**src/rtl/line_buffer.sv**
```systemverilog
// Receive-side line assembler: collects printable UART bytes into a
// line buffer with backspace editing, echo, and a CR-terminated handoff.
module line_buffer #(
  parameter int Depth = 64,
  parameter int Abits = $clog2(Depth)
) (
  input  logic             CLK,
  input  logic             RST,
  input  logic [7:0]       RXC,
  input  logic             RXV,
  output logic [7:0]       ECHO,
  output logic             ECHOV,
  input  logic             ECHORDY,
  input  logic [Abits-1:0] RADDR,
  output logic [7:0]       RDATA,
  output logic             LINE,
  output logic [Abits-1:0] LEN,
  input  logic             ACK,
  output logic             OVR
);

  typedef enum logic {S_FILL, S_DONE} state_t;

  state_t           r_state, w_next;
  logic [Abits-1:0] r_count, w_count;
  logic [Abits-1:0] r_len;
  logic [7:0]       r_mem [Depth];
  logic [7:0]       r_rdata;
  logic [7:0]       r_q0, r_q1, r_q2;
  logic [1:0]       r_qn;
  logic             r_ovr;

  logic             w_drop, w_acc;
  logic             w_print, w_bs, w_cr, w_full;
  logic             w_we, w_len_we;
  logic [7:0]       w_wdata;
  logic [1:0]       w_ldn;
  logic [7:0]       w_ld0, w_ld1, w_ld2;

  assign ECHO  = r_q0;
  assign ECHOV = (r_qn != 2'd0);
  assign RDATA = r_rdata;
  assign LINE  = (r_state == S_DONE);
  assign LEN   = r_len;
  assign OVR   = r_ovr;

  assign w_drop  = RXV & (ECHOV | (r_state == S_DONE));
  assign w_acc   = RXV & ~w_drop;
  assign w_print = (RXC >= 8'h20) && (RXC <= 8'h7E);
  assign w_bs    = (RXC == 8'h08) || (RXC == 8'h7F);
  assign w_cr    = (RXC == 8'h0D);
  assign w_full  = (r_count == Abits'(Depth - 1));

  always_comb begin
    w_next   = r_state;
    w_count  = r_count;
    w_we     = 1'b0;
    w_wdata  = RXC;
    w_len_we = 1'b0;
    w_ldn    = 2'd0;
    w_ld0    = 8'h00;
    w_ld1    = 8'h00;
    w_ld2    = 8'h00;
    if (w_acc) begin
      unique case (1'b1)
        w_print: begin
          w_ldn = 2'd1;
          if (w_full) begin
            w_ld0 = 8'h07;
          end else begin
            w_we    = 1'b1;
            w_count = r_count + 1'b1;
            w_ld0   = RXC;
          end
        end
        w_bs: begin
          if (r_count != '0) begin
            w_count = r_count - 1'b1;
            w_ldn   = 2'd3;
            w_ld0   = 8'h08;
            w_ld1   = 8'h20;
            w_ld2   = 8'h08;
          end
        end
        w_cr: begin
          w_we     = 1'b1;
          w_wdata  = 8'h00;
          w_len_we = 1'b1;
          w_ldn    = 2'd2;
          w_ld0    = 8'h0D;
          w_ld1    = 8'h0A;
          w_next   = S_DONE;
        end
        default: ;
      endcase
    end
    if ((r_state == S_DONE) && ACK) begin
      w_next  = S_FILL;
      w_count = '0;
    end
  end

  always_ff @(posedge CLK) begin
    if (RST) begin
      r_state <= S_FILL;
      r_count <= '0;
      r_len   <= '0;
      r_ovr   <= 1'b0;
      r_qn    <= 2'd0;
      r_q0    <= 8'h00;
      r_q1    <= 8'h00;
      r_q2    <= 8'h00;
    end else begin
      r_state <= w_next;
      r_count <= w_count;
      r_ovr   <= w_drop;
      if (w_len_we) r_len <= r_count;
      // loads only happen with an empty queue, so never collide with a shift
      if (w_ldn != 2'd0) begin
        r_qn <= w_ldn;
        r_q0 <= w_ld0;
        r_q1 <= w_ld1;
        r_q2 <= w_ld2;
      end else if (ECHOV && ECHORDY) begin
        r_qn <= r_qn - 2'd1;
        r_q0 <= r_q1;
        r_q1 <= r_q2;
      end
    end
  end

  always_ff @(posedge CLK) begin
    if (w_we && !RST) r_mem[r_count] <= w_wdata;
  end

  always_ff @(posedge CLK) begin
    if (RST) r_rdata <= 8'h00;
    else     r_rdata <= r_mem[RADDR];
  end

endmodule

```
**config.mk**
```make
export PLATFORM = sky130hd
export DESIGN_NAME = line_buffer
export DESIGN_NICKNAME = d
export VERILOG_FILES = /design/src/rtl/line_buffer.sv
export SDC_FILE = /design/constraint.sdc
export NUM_CORES = 1
export LEC_CHECK = 0
export CORE_ASPECT_RATIO = 1.2
export CORE_MARGIN = 4
export CORE_UTILIZATION = 44
export CTS_CLUSTER_SIZE = 16
export DETAILED_ROUTE_END_ITERATION = 10
export GPL_TIMING_DRIVEN = 0
export PLACE_DENSITY = 0.57
export SLEW_MARGIN = 15
export SYNTH_ARGS = -nofsm -noshare
export SYNTH_HDL_FRONTEND = slang
export SYNTH_SLANG_ARGS = --single-unit
```
**constraint.sdc**
```tcl
create_clock -name CLK -period 2.8 [get_ports CLK]
set_input_delay 0.28 -clock CLK [delete_from_list [all_inputs] [get_ports CLK]]
set_output_delay 0.28 -clock CLK [all_outputs]
set_load 0.01 [all_outputs]
```
==> reports/results.ini, run 1 <==
[cts]
cts.htree.levels=2
cts_root_buffer=clkbuf_16
cts_hold_buf=0
clock_sinks=548
cts_tree=yes
clkLatencyLatePin_ns=0.58
cts.clk_slew.worst_paths_ns=0.06
clk_path_buf_depth=3
cts_made_buffers=53

[setup_path]
critPathKind=in2reg
max_stage_delay_ns=0.74
critical_path.max_fanout=10
crit_path_cell_trace=buf_2 > buf_2 > buf_2 > clkbuf_1 > a211oi_1 > nor3_1 > a22oi_1 > nand2_1
end_kind=flop
cp_top_family=buffers and inverters
critPathSlowestCell=clkbuf_1
start_kind=input port
path_buf_inv=4
crit_path_frequent_cell=buf_2
worst_ep_arrival_time_ns=3.24
required_ns=3.30

[routing]
drtAntennaViolNets=0
wl_per_cell_um=29.9
vias_per_cell=5.89
drt_iter0_markers=818
firstDrtPassIters=5
drc=0
vias=10900
drt_wl_total_mm=55.4

[synth]
netlist_instances=1065
synth_edf_count=512
syn_area_um2=21400
syn_avg_cell_area_um2=20.1
ys_warn_count=0
synth-seq-cells=548
ys.flop_type=edfxtp_1
yosysSeqAreaShare_pct=75.1
synth_nets=1090
synthArstFlopShare_pct=0
yosysUniqueCellTypes=47

[sta]
grt_setup_unrepaired=no
max_freq_mhz=365
finalSetupViolations=0
drv_slew=0
post-route-min-period_ns=2.74
worst_slack_ns=0.0582
slew_headroom_pct=29.8
fin_skew_ns=0.0119
final-hold-violation-count=0
fin_crit_sh_pct=97.9
worst_slew_pin_slew_ns=1.05

[final_layout]
n_antenna_cell=0
nets=1203
area_growth_pct=18.0
layout.cells.non_filler=1851
drive_gt1_share_pct=29.8
multiInputGateArea_um2=5610
ff_latch_area_um2=16100
n_fill_cell=3763

[floorplanning]
dieArea_um2=52300
coreArea_um2=48100
row_count=88
pin_count=44
start_util_pct=44.5
die_w_um=209
fp.dieH_um=250

[power]
power_density_nw_per_um2=683
cellLeakagePower_nw=7.85
ir_drop_mv=0.494

[grt]
grt_pass1_wl_mm=80.3
antenna_found_initial=0
grt_overflow=0
track_usage_pct=21.1
grt_max_degree=65
grt_pass1_vias=11200

[place]
io_buffers=40
dp_hpwl_mm=35.6
gp_routability_congestion=0.850
dpl.cell_count=1740
dp_slack_ns=-1.50

[job]
max_cap_viol_count=0

[status]
outcome=completed

[worst_hold_path]
holdCritPathClass=in2reg

==> state kept, by name, indices dropped and copies added, names as in the netlist <==
name     count
RDATA        8
r_count      6
r_qn         2
LEN          6
ECHO         8
r_q2         1
r_q1         3
r_mem      512
OVR          1
LINE         1
==> kinds of logic after synthesis <==
kind of cell,after synthesis,synth area share (%)
flops,548,75.1
simple gates,181,3.85
mux,161,16.0
compound gates,91,2.84
buf+inv,72,1.57
xor+xnor,6,0.245
fa+ha+maj,6,0.385
==> stage by stage <==
step,utilization (%),instance area [µm²],setup TNS [ns],power (W),hold WS [ns]
floorplan,-,21400,0,0.00978,0.428
global placement,47.0,22600,-1006.37,0.0102,0.443
detailed placement,47.3,22700,-620.75,0.0102,0.447
CTS,52.1,25000,-1.04,0.0174,0.309
global route,52.5,25300,0,0.0178,0.364
finish,52.5,25300,0,0.0173,0.345
==> final timing paths <==
kind	slack, ns	to	from	depth (start not counted)
worst max-delay path	0.06	RDATA[5]$_SDFF_PP0_	RADDR[2]	8
worst min-delay path	0.34	OVR$_SDFF_PP0_	RXV	2
worst max register to register	0.10	r_mem[34][4]$_DFFE_PP_	r_count[3]$_SDFFE_PP0P_	9
worst min register to register	0.45	r_q2[3]$_SDFFE_PP0P_	r_q2[3]$_SDFFE_PP0P_	2
==> synth_stat cells (2+ instances only) <==
master,instances,area share (%)
or3_1,6,0.18
buf_1,5,0.088
a21oi_1,24,0.56
o211a_1,3,0.14
mux2_2,3,0.16
nor3_1,10,0.23
or2_2,4,0.12
nand3_1,10,0.23
a22oi_1,7,0.25
and2_1,7,0.20
clkbuf_1,22,0.39
ha_1,5,0.29
dfxtp_1,36,3.4
buf_2,26,0.61
buf_6,3,0.16
a21o_1,2,0.070
edfxtp_1,512,72
a31oi_1,3,0.088
nand2_1,34,0.60
nor2_1,84,1.5
inv_1,13,0.23
a32oi_1,2,0.082
and3_1,2,0.058
xnor2_1,6,0.25
nand3b_1,2,0.070
mux2i_1,13,0.61
buf_4,3,0.11
a211oi_1,20,0.70
o21ai_0,13,0.30
nor2b_1,15,0.44
o22ai_1,10,0.29
mux4_2,145,15
==> final cells by class <==
cell class              instances  area share (%)
flip-flops and latches        548            63.7
multi-input cells             445            22.2
clock buffers                  73            5.74
well taps                     630            3.12
repair buffers                 58            2.81
plain buffers                  59            1.19
clock inverters                25            1.07
inverters                      13           0.193
==> report_power, final <==
part | switching [W] | internal [W]
logic | 0.000652 | 0.000421
registers | 0.0000213 | 0.00899
clock network | 0.00302 | 0.00417
total | 0.00370 | 0.0136
==> placed cells by master (no fill, tap or decap), types with 4 or more instances in the layout <==
cell	synthesis	routed
a21oi_1	24	23
nand3_4	0	5
nor3_1	10	8
and2_1	7	4
edfxtp_1	512	512
clkbuf_1	22	32
a22oi_1	7	7
clkdlybuf4s50_1	0	40
buf_1	5	5
buf_4	3	7
nor2b_1	15	15
o22ai_1	10	10
ha_1	5	5
nand2_4	0	4
buf_12	0	14
clkbuf_8	0	5
o21ai_0	13	13
mux2i_1	13	13
nand3_1	10	5
mux4_2	145	145
clkinv_2	0	8
bufinv_16	0	6
clkinv_1	0	9
xnor2_1	6	6
dfxtp_1	36	35
nor2_4	0	64
clkbuf_16	0	53
inv_1	13	13
buf_2	26	26
nor2_1	84	20
or2_2	4	4
or3_1	6	6
nand2_1	34	30
a211oi_1	20	20
==> worst reg2reg max path, delay by kind of cell, from the launching register on <==
family | cells | cell delay, ns
compound gates | 1 | 0.26
buf+inv | 3 | 0.66
flops | 1 | 0.33
simple gates | 5 | 1.22
==> per-layer routing <==
layer / share of wire [%] / wire length, µm / up-vias / track usage (%)
met3: 5.2 / 2880 / 92 / 2.85
met2: 51 / 28000 / 353 / 35.6
met1: 41 / 22700 / 5854 / 29.0
met4: 3.3 / 1820 / 0 / 6.27
met5: 0 / 0 / - / 0
li1: - / - / 4611 / -
==> timing repair <==
action	in CTS	in global routing
buffers inserted	2	11
endpoints found under the setup margin	661	463
resized for setup	145	9
pin swaps	1	12
(Power assumes the default switching activity.)
==> inputs of run 2 (changes only) <==
--- a/config.mk
+++ b/config.mk
@@ -10,7 +10,6 @@
 export CORE_UTILIZATION = 44
 export CTS_CLUSTER_SIZE = 16
 export DETAILED_ROUTE_END_ITERATION = 10
-export GPL_TIMING_DRIVEN = 0
 export PLACE_DENSITY = 0.57
 export SLEW_MARGIN = 15
 export SYNTH_ARGS = -nofsm -noshare
==> run 2 against run 1 <==
Count of clock-buffer cells in the layout decreased by 7; cell count increased by 2.8%; sequential cell count is the same; via count fell by 2.6%; highest routed layer unchanged; clock skew is essentially flat; sequential power about the same; global-route usage is 2.3 points lower; register-to-register slack better by 0.15 ns; largest power group unchanged; non-clock buffer count up 61.
==> reports/results.ini, run 2 (same netlist as run 1, synthesis figures left out) <==
[status]
outcome=completed

[sta]
worst_slew_pin_slew_ns=0.704
max_freq_mhz=393
grt_setup_unrepaired=no
finalSetupViolations=0
fin_skew_ns=0.0123
drv_slew=0
fin_crit_sh_pct=90.9
post-route-min-period_ns=2.55
tns_ns=0
slew_headroom_pct=53.1
final-hold-violation-count=0

[routing]
wirelength_met1_mm=20.6
vias_per_cell=5.59
drt_wl_total_mm=49.1
route.met3.wl_mm=2.50
drt_iter0_markers=671
firstDrtPassIters=5
vias=10600
wl_met2_mm=24.5
drc=0
wl_per_cell_um=25.8
drtAntennaViolNets=0
dr.max_layer_used=met4

[job]
max_cap_viol_count=0

[final_layout]
n_antenna_cell=0
layout_common_cells=512 x edfxtp_1, 145 x mux4_2, 127 x buf_4, 84 x nor2_1, 53 x clkbuf_16
layout.cells.non_filler=1902
largest_register_ffs=512
fin_area_um2=25000
drive_gt1_share_pct=28.5
final_common_cell=edfxtp_1
nets=1264
n_fill_cell=3834
area_growth_pct=16.8
largest-register=r_mem

[floorplanning]
fp.dieH_um=250
pin_count=44
dieArea_um2=52300
coreArea_um2=48100
row_count=88
die_w_um=209
start_util_pct=44.5

[setup_path]
critPathKind=reg2reg
start_kind=flop
required_ns=3.29
critical_path.max_fanout=11
worst_ep_arrival_time_ns=3.03
end_kind=flop

[place]
dp_hpwl_mm=32.3
io_buffers=43
dpl.cell_count=1814
gp_routability_congestion=0.849
postPlaceCellArea_um2=23500

[grt]
grt_pass1_vias=11100
grt_overflow=0
grt_pass1_wl_mm=73.5
antenna_found_initial=0
track_usage_pct=18.8
grt_max_degree=65

[cts]
cts_tree=yes
clk_path_buf_depth=3
cts_setup_buffers=0
clock_sinks=548
cts_made_buffers=53
cts_root_buffer=clkbuf_16
post_cts_resized=0
cts_hold_buf=0
clkLatencyLatePin_ns=0.56
cts.clk_slew.worst_paths_ns=0.06
cts.htree.levels=2

[power]
ir_drop_mv=0.416
cellLeakagePower_nw=8.12
p_total_w=0.0167
power_density_nw_per_um2=665

[worst_hold_path]
holdCritPathClass=in2reg

-- run 2: power by group --
| part | total [W] | internal [W] | switching [W] |
|---|---|---|---|
| combinational | 0.00101 | 0.000436 | 0.000573 |
| clock | 0.00664 | 0.00381 | 0.00283 |
| sequential | 0.00902 | 0.00899 | 0.0000267 |
| total | 0.0167 | 0.0132 | 0.00343 |
-- run 2: critical path, cell delays in order (launching register included) --
cell,delay [ns]
dfxtp_1,0.43
or3_1,0.59
o211a_1,0.33
o41ai_2,0.42
and2_1,0.43
nand2_1,0.09
a31oi_1,0.17
-- run 2: final cells by class --
class	count	area [µm²]	share of cell area, %
flip-flops and latches	548	16100	64.3
multi-input cells	445	5000	20.0
repair buffers	178	1530	6.12
clock buffers	66	1380	5.49
well taps	630	788	3.15
clock inverters	22	199	0.794
inverters	13	48.8	0.195
-- run 2: layer usage --
| layer | up-vias | GRT usage (%) |
|---|---|---|
| met5 | - | 0 |
| met4 | 0 | 5.71 |
| met3 | 78 | 3.27 |
| met2 | 272 | 30.9 |
| met1 | 5585 | 26.1 |
| li1 | 4696 | - |
-- run 2: final timing paths --
| kind | endpoint | slack [ns] | cells past startpoint | from |
|---|---|---|---|---|
| worst max-delay path | ECHO[0]$_SDFFE_PP0P_ | 0.25 | 6 | r_count[3]$_SDFFE_PP0P_ |
| worst max register to register | ECHO[0]$_SDFFE_PP0P_ | 0.25 | 6 | r_count[3]$_SDFFE_PP0P_ |
| worst min-delay path | r_mem[18][7]$_DFFE_PP_ | 0.22 | 2 | RXC[7] |
| worst min register to register | LEN[3]$_SDFFE_PP0P_ | 0.46 | 2 | LEN[3]$_SDFFE_PP0P_ |
-- run 2: per-stage QoR --
step / setup slack (ns) / hold WS, ns / util (%)
global placement: -0.00230 / 0.442 / 48.8
global route: 0.0843 / 0.214 / 52.0
CTS: 0.269 / 0.176 / 52.0
detailed placement: -0.0245 / 0.451 / 48.8
finish: 0.254 / 0.218 / 52.0
floorplan: 0.245 / 0.428 / -
==> inputs of run 3 (changes only) <==
--- a/config.mk
+++ b/config.mk
@@ -10,6 +10,7 @@
 export CORE_UTILIZATION = 44
 export CTS_CLUSTER_SIZE = 16
 export DETAILED_ROUTE_END_ITERATION = 10
+export MAX_ROUTING_LAYER = met4
 export PLACE_DENSITY = 0.57
 export SLEW_MARGIN = 15
 export SYNTH_ARGS = -nofsm -noshare
==> constraint.sdc (replaced) <==
create_clock -name CLK -period 3.15 [get_ports CLK]
set_input_delay 0.315 -clock CLK [delete_from_list [all_inputs] [get_ports CLK]]
set_output_delay 0.315 -clock CLK [all_outputs]
set_load 0.01 [all_outputs]
==> run 3 against run 2 <==
Count of clock-buffer cells in the layout unchanged; clock power down 3.8%; design area about the same; register-to-register slack better by 0.29 ns; worst setup slack better by 0.25 ns; critical endpoint is now r_mem[8][4]$_DFFE_PP_; largest cell class unchanged; highest routed layer unchanged.
==> reports/results.ini, run 3 (same netlist as run 1, synthesis figures left out) <==
[floorplanning]
row_count=88
die_w_um=209
fp.dieH_um=250
coreArea_um2=48100
start_util_pct=44.5
pin_count=44
dieArea_um2=52300

[setup_path]
critical_path.max_fanout=8
start_kind=input port
required_ns=3.42
end_kind=flop
critPathKind=in2reg
worst_ep_arrival_time_ns=2.92

[cts]
cts.clk_slew.worst_paths_ns=0.06
cts_root_buffer=clkbuf_16
clk_path_buf_depth=3
cts_setup_buffers=0
cts.htree.levels=2
cts_hold_buf=0
clkLatencyLatePin_ns=0.58
cts_made_buffers=53
post_cts_resized=0
clock_sinks=548
cts_tree=yes

[routing]
drtAntennaViolNets=0
firstDrtPassIters=5
drt_wl_total_mm=50.2
vias_per_cell=5.63
drc=0
drt_iter0_markers=823
vias=10600
wl_per_cell_um=26.6

[place]
dp_slack_ns=-0.0217
io_buffers=43
gp_routability_congestion=0.836
postPlaceCellArea_um2=23300
dp_hpwl_mm=32.1

[final_layout]
largest-register=r_mem
nets=1240
n_antenna_cell=0
final_common_cell=edfxtp_1
largest_register_ffs=512
drive_gt1_share_pct=27.9
area_growth_pct=16.9
layout_common_cells=512 x edfxtp_1, 145 x mux4_2, 102 x buf_4, 84 x nor2_1, 55 x clkbuf_16
fin_area_um2=25000
utilization_pct=52.1

[grt]
antenna_found_initial=0
grt_max_degree=66
grt_pass1_vias=10900
grt_overflow=0
track_usage_pct=19.8
grt_pass1_wl_mm=74.3

[worst_hold_path]
holdCritPathClass=in2reg

[sta]
post-route-min-period_ns=2.65
fin_skew_ns=0.0182
worst_slack_ns=0.503
max_freq_mhz=378
slew_headroom_pct=43.6
drv_slew=0
final-hold-violation-count=0
finalSetupViolations=0
fin_crit_sh_pct=84.0
grt_setup_unrepaired=no
hold_ws_ns=0.317
worst_slew_pin_slew_ns=0.846

[status]
outcome=completed

[power]
pwr-share-comb_pct=5.8
p_int_w=0.0121
switching_share_pct=20.7
p_seq_share_pct=52.4
clkPwrFrac_pct=41.8
power_density_nw_per_um2=611
ir_drop_mv=0.351
p_sw_w=0.00316
cellLeakagePower_nw=8.10

[job]
max_cap_viol_count=0

-- run 3: through the flow --
step	instances	power, W	setup TNS (ns)
4_1_cts	1887	0.0154	0
3_5_place_dp	1790	0.00907	-0.799
3_3_place_gp	1790	0.00906	0
5_1_grt	1887	0.0158	0
6_report	1887	0.0153	0
2_1_floorplan	1065	0.00869	0
-- run 3: worst paths after layout --
path | startpoint | to | slack [ns] | depth (start not counted)
max | RXC[2] | r_mem[8][4]$_DFFE_PP_ | 0.50 | 8
min | RXC[4] | r_mem[63][4]$_DFFE_PP_ | 0.32 | 2
max reg2reg | r_count[3]$_SDFFE_PP0P_ | ECHO[0]$_SDFFE_PP0P_ | 0.54 | 6
min reg2reg | LEN[3]$_SDFFE_PP0P_ | LEN[3]$_SDFFE_PP0P_ | 0.46 | 2
-- run 3: power by group through the flow --
stage               Clock (W)  Sequential (W)  Combinational (W)
floorplan                   0         0.00818           0.000514
global placement            0         0.00817           0.000895
detailed placement          0         0.00817           0.000902
CTS                   0.00653         0.00801           0.000905
global route          0.00686         0.00801           0.000954
finish                0.00639         0.00801           0.000888
-- run 3: per-layer routing --
metal	track usage (%)	vias up	wire, µm
met3	2.78	79	2490
met4	5.86	0	1530
li1	-	4655	-
met1	26.8	5546	21100
met2	31.6	345	25100
met5	-	-	0
-- run 3: cell type report --
type / count / area [µm²]
Clock inverter: 31 / 323
Sequential cell: 548 / 16100
Fill cell: 3835 / 23100
Timing Repair Buffer: 154 / 1360
Tap cell: 630 / 788
Clock buffer: 66 / 1430
Inverter: 13 / 48.8
Multi-Input combinational cell: 445 / 5000
-- run 3: critical path, cell delays in order --
cell and delay [ns]:
clkdlybuf4s50_1 0.46, and4b_1 0.27, a211oi_1 0.40, a21oi_1 0.17, nor3_1 0.35, nand2_1 0.52, nor2_1 0.23, buf_4 0.20
==> patch, RTL diff (config.mk and constraints of run 1) <==
Set the parameter `Depth` to 128 (it was 64).
--- a/src/rtl/line_buffer.sv
+++ b/src/rtl/line_buffer.sv
@@ -1,7 +1,7 @@
 // Receive-side line assembler: collects printable UART bytes into a
 // line buffer with backspace editing, echo, and a CR-terminated handoff.
 module line_buffer #(
-  parameter int Depth = 64,
+  parameter int Depth = 128,
   parameter int Abits = $clog2(Depth)
 ) (
   input  logic             CLK,
Interface: changed (resized LEN and RADDR); port bits go from 44 to 46. The function was not compared with the original's and may differ.
==> patch against run 1 <==
  * The flow now finishes with violations (negative setup slack)
  * Sequential cell count grew 514
  * Via count grew 110%
  * Final area grew 100%
  * Routed wire length grew 120%
  * Highest routed layer is now met5
  * Area after synthesis grew 94%
  * Power grew 93%
  * Synthesized cell count grew 110%
  * Worst setup slack lost 0.15 ns
  * Combinational power grew 93%
  * Fmax shrank 5.2%
==> patch: results (changes against run 1) <==
\begin{tabular}{lr}
\hline
Metric & Value \\
\hline
\multicolumn{2}{l}{\textbf{Run status}} \\
\quad Run status & finished, violations left \\
\quad Violations in the final reports & negative setup slack \\
\multicolumn{2}{l}{\textbf{Synth}} \\
\quad Area share of xor/xnor cells in the synthesized design & 0.00105 (-0.00140) \\
\quad Number of synthesized flops with an enable pin & 1024 (+100\%) \\
\quad Sequential share of the synthesized area & 0.758 (+0.00732) \\
\quad Multiplexer share of the synthesized area & 0.138 (-0.0219) \\
\multicolumn{2}{l}{\textbf{Finish}} \\
\quad Flip-flop count of the largest register after layout & 1024 (+100\%) \\
\multicolumn{2}{l}{\textbf{Timing}} \\
\quad \# setup viols final & 233 (+233) \\
\quad Worst setup margin & -0.0911 ns (-0.149 ns) \\
\quad Worst slew pin tran & 0.946 ns (-0.107 ns) \\
\multicolumn{2}{l}{\textbf{Global routing}} \\
\quad Initial antenna violation count & 1 (+1) \\
\quad Pin count of the biggest net entering global routing & 129 (+98\%) \\
\quad Wire length of the first global-routing pass & 169000 um (+110\%) \\
\multicolumn{2}{l}{\textbf{Place}} \\
\quad Number of placed instances, taps included & 3506 (+100\%) \\
\quad Number of port buffers & 42 (+5.0\%) \\
\quad Worst slack at placement & -2.45 ns (-0.954 ns) \\
\multicolumn{2}{l}{\textbf{Critical path}} \\
\quad RR Endpoint & r\_mem[99][5]\$\_DFFE\_PP\_ \\
\quad Longest individual stage delay on the worst path & 0.57 ns (-0.17 ns) \\
\quad Critical path fanouts, max & 6 (-4) \\
\quad Path type of the worst setup path & register to register \\
\quad Start point of the critical path & r\_qn[1]\$\_SDFFE\_PP0P\_ \\
\multicolumn{2}{l}{\textbf{Clocking}} \\
\quad Level count of the clock H-tree & 3 (+1) \\
\quad Clock latency reported for the late side of the worst-skew pair & 0.68 ns (+0.10 ns) \\
\multicolumn{2}{l}{\textbf{Pwr}} \\
\quad Max rail drop VDD & 0.546 mV (+11\%) \\
\quad Leakage power of the design & 16.5 nW (+110\%) \\
\multicolumn{2}{l}{\textbf{Detailed routing}} \\
\quad Number of optimization iterations in the first detailed-route pass & 6 (+1) \\
\quad DRT iter0 DRCs & 2599 (+220\%) \\
\hline
\end{tabular}
[patch: changes by cell type in the layout (fill, tap and decap cells not counted), moves of 22 or more]
cell | run 1 | this run
sky130_fd_sc_hd__mux2i_1 | 13 | 190
sky130_fd_sc_hd__clkbuf_16 | 53 | 111
sky130_fd_sc_hd__buf_4 | 7 | 64
sky130_fd_sc_hd__mux4_2 | 145 | 169
sky130_fd_sc_hd__a22oi_1 | 7 | 158
sky130_fd_sc_hd__nand2_1 | 30 | 68
sky130_fd_sc_hd__buf_6 | 3 | 33
sky130_fd_sc_hd__clkbuf_2 | 2 | 24
sky130_fd_sc_hd__nor2_4 | 64 | 117
sky130_fd_sc_hd__edfxtp_1 | 512 | 1024
sky130_fd_sc_hd__buf_12 | 14 | 76
sky130_fd_sc_hd__nand3_1 | 5 | 42
[patch: metal layers]
layer  part of all wire  vias to the layer above  global-route usage
li1                   -                     9602                   -
met1               0.39                    11900               0.314
met2               0.50                      943               0.410
met3              0.066                      209              0.0364
met4              0.041                        2              0.0969
met5           0.000075                        -                   0
[patch: cell families (layout without fill, tap and decap cells)]
family | Yosys count | in the layout
compound gates | 283 | 283
xor+xnor | 5 | 5
fa+ha+maj | 7 | 7
buf+inv | 144 | 528
flops | 1062 | 1062
mux | 362 | 362
simple gates | 338 | 338
[patch: worst min-delay path by stage]
stage	end	slack [ns]	startpoint	depth (start not counted)
2_1_floorplan	ECHO[4]$_SDFFE_PP0P_	0.41	RXC[4]	1
3_3_place_gp	ECHO[7]$_SDFFE_PP0P_	0.45	ECHO[7]$_SDFFE_PP0P_	1
3_5_place_dp	LEN[2]$_SDFFE_PP0P_	0.45	LEN[2]$_SDFFE_PP0P_	2
4_1_cts	ECHO[6]$_SDFFE_PP0P_	0.05	RXC[6]	2
5_1_grt	ECHO[6]$_SDFFE_PP0P_	0.12	RXC[6]	2
6_report	ECHO[6]$_SDFFE_PP0P_	0.09	RXC[6]	2
[patch: area by class of cell]
class                   instances  share of cell area
well taps                    1250              0.0306
clock inverters                58              0.0103
plain buffers                 129              0.0193
multi-input cells             995               0.210
inverters                      12            0.000882
clock buffers                 130              0.0549
flip-flops and latches       1062               0.617
repair buffers                199              0.0570
[patch: metrics by stage]
step                      utilization  instance area, um2  hold slack (ns)  setup TNS (ns)
after floorplan                     -               41700            0.406          -10.75
after global placement          0.466               43600            0.448        -2735.03
after detailed placement        0.470               44000            0.455        -1888.96
after CTS                       0.535               50100           0.0508           -7.23
after global routing            0.545               51000            0.115          -38.97
final                           0.545               51000           0.0860           -6.87
[patch: report_power, final]
part	switching [mW]	internal [mW]
clock	5.85	7.89
combinational	1.34	0.729
sequential	0.0205	17.4
total	7.21	26.1
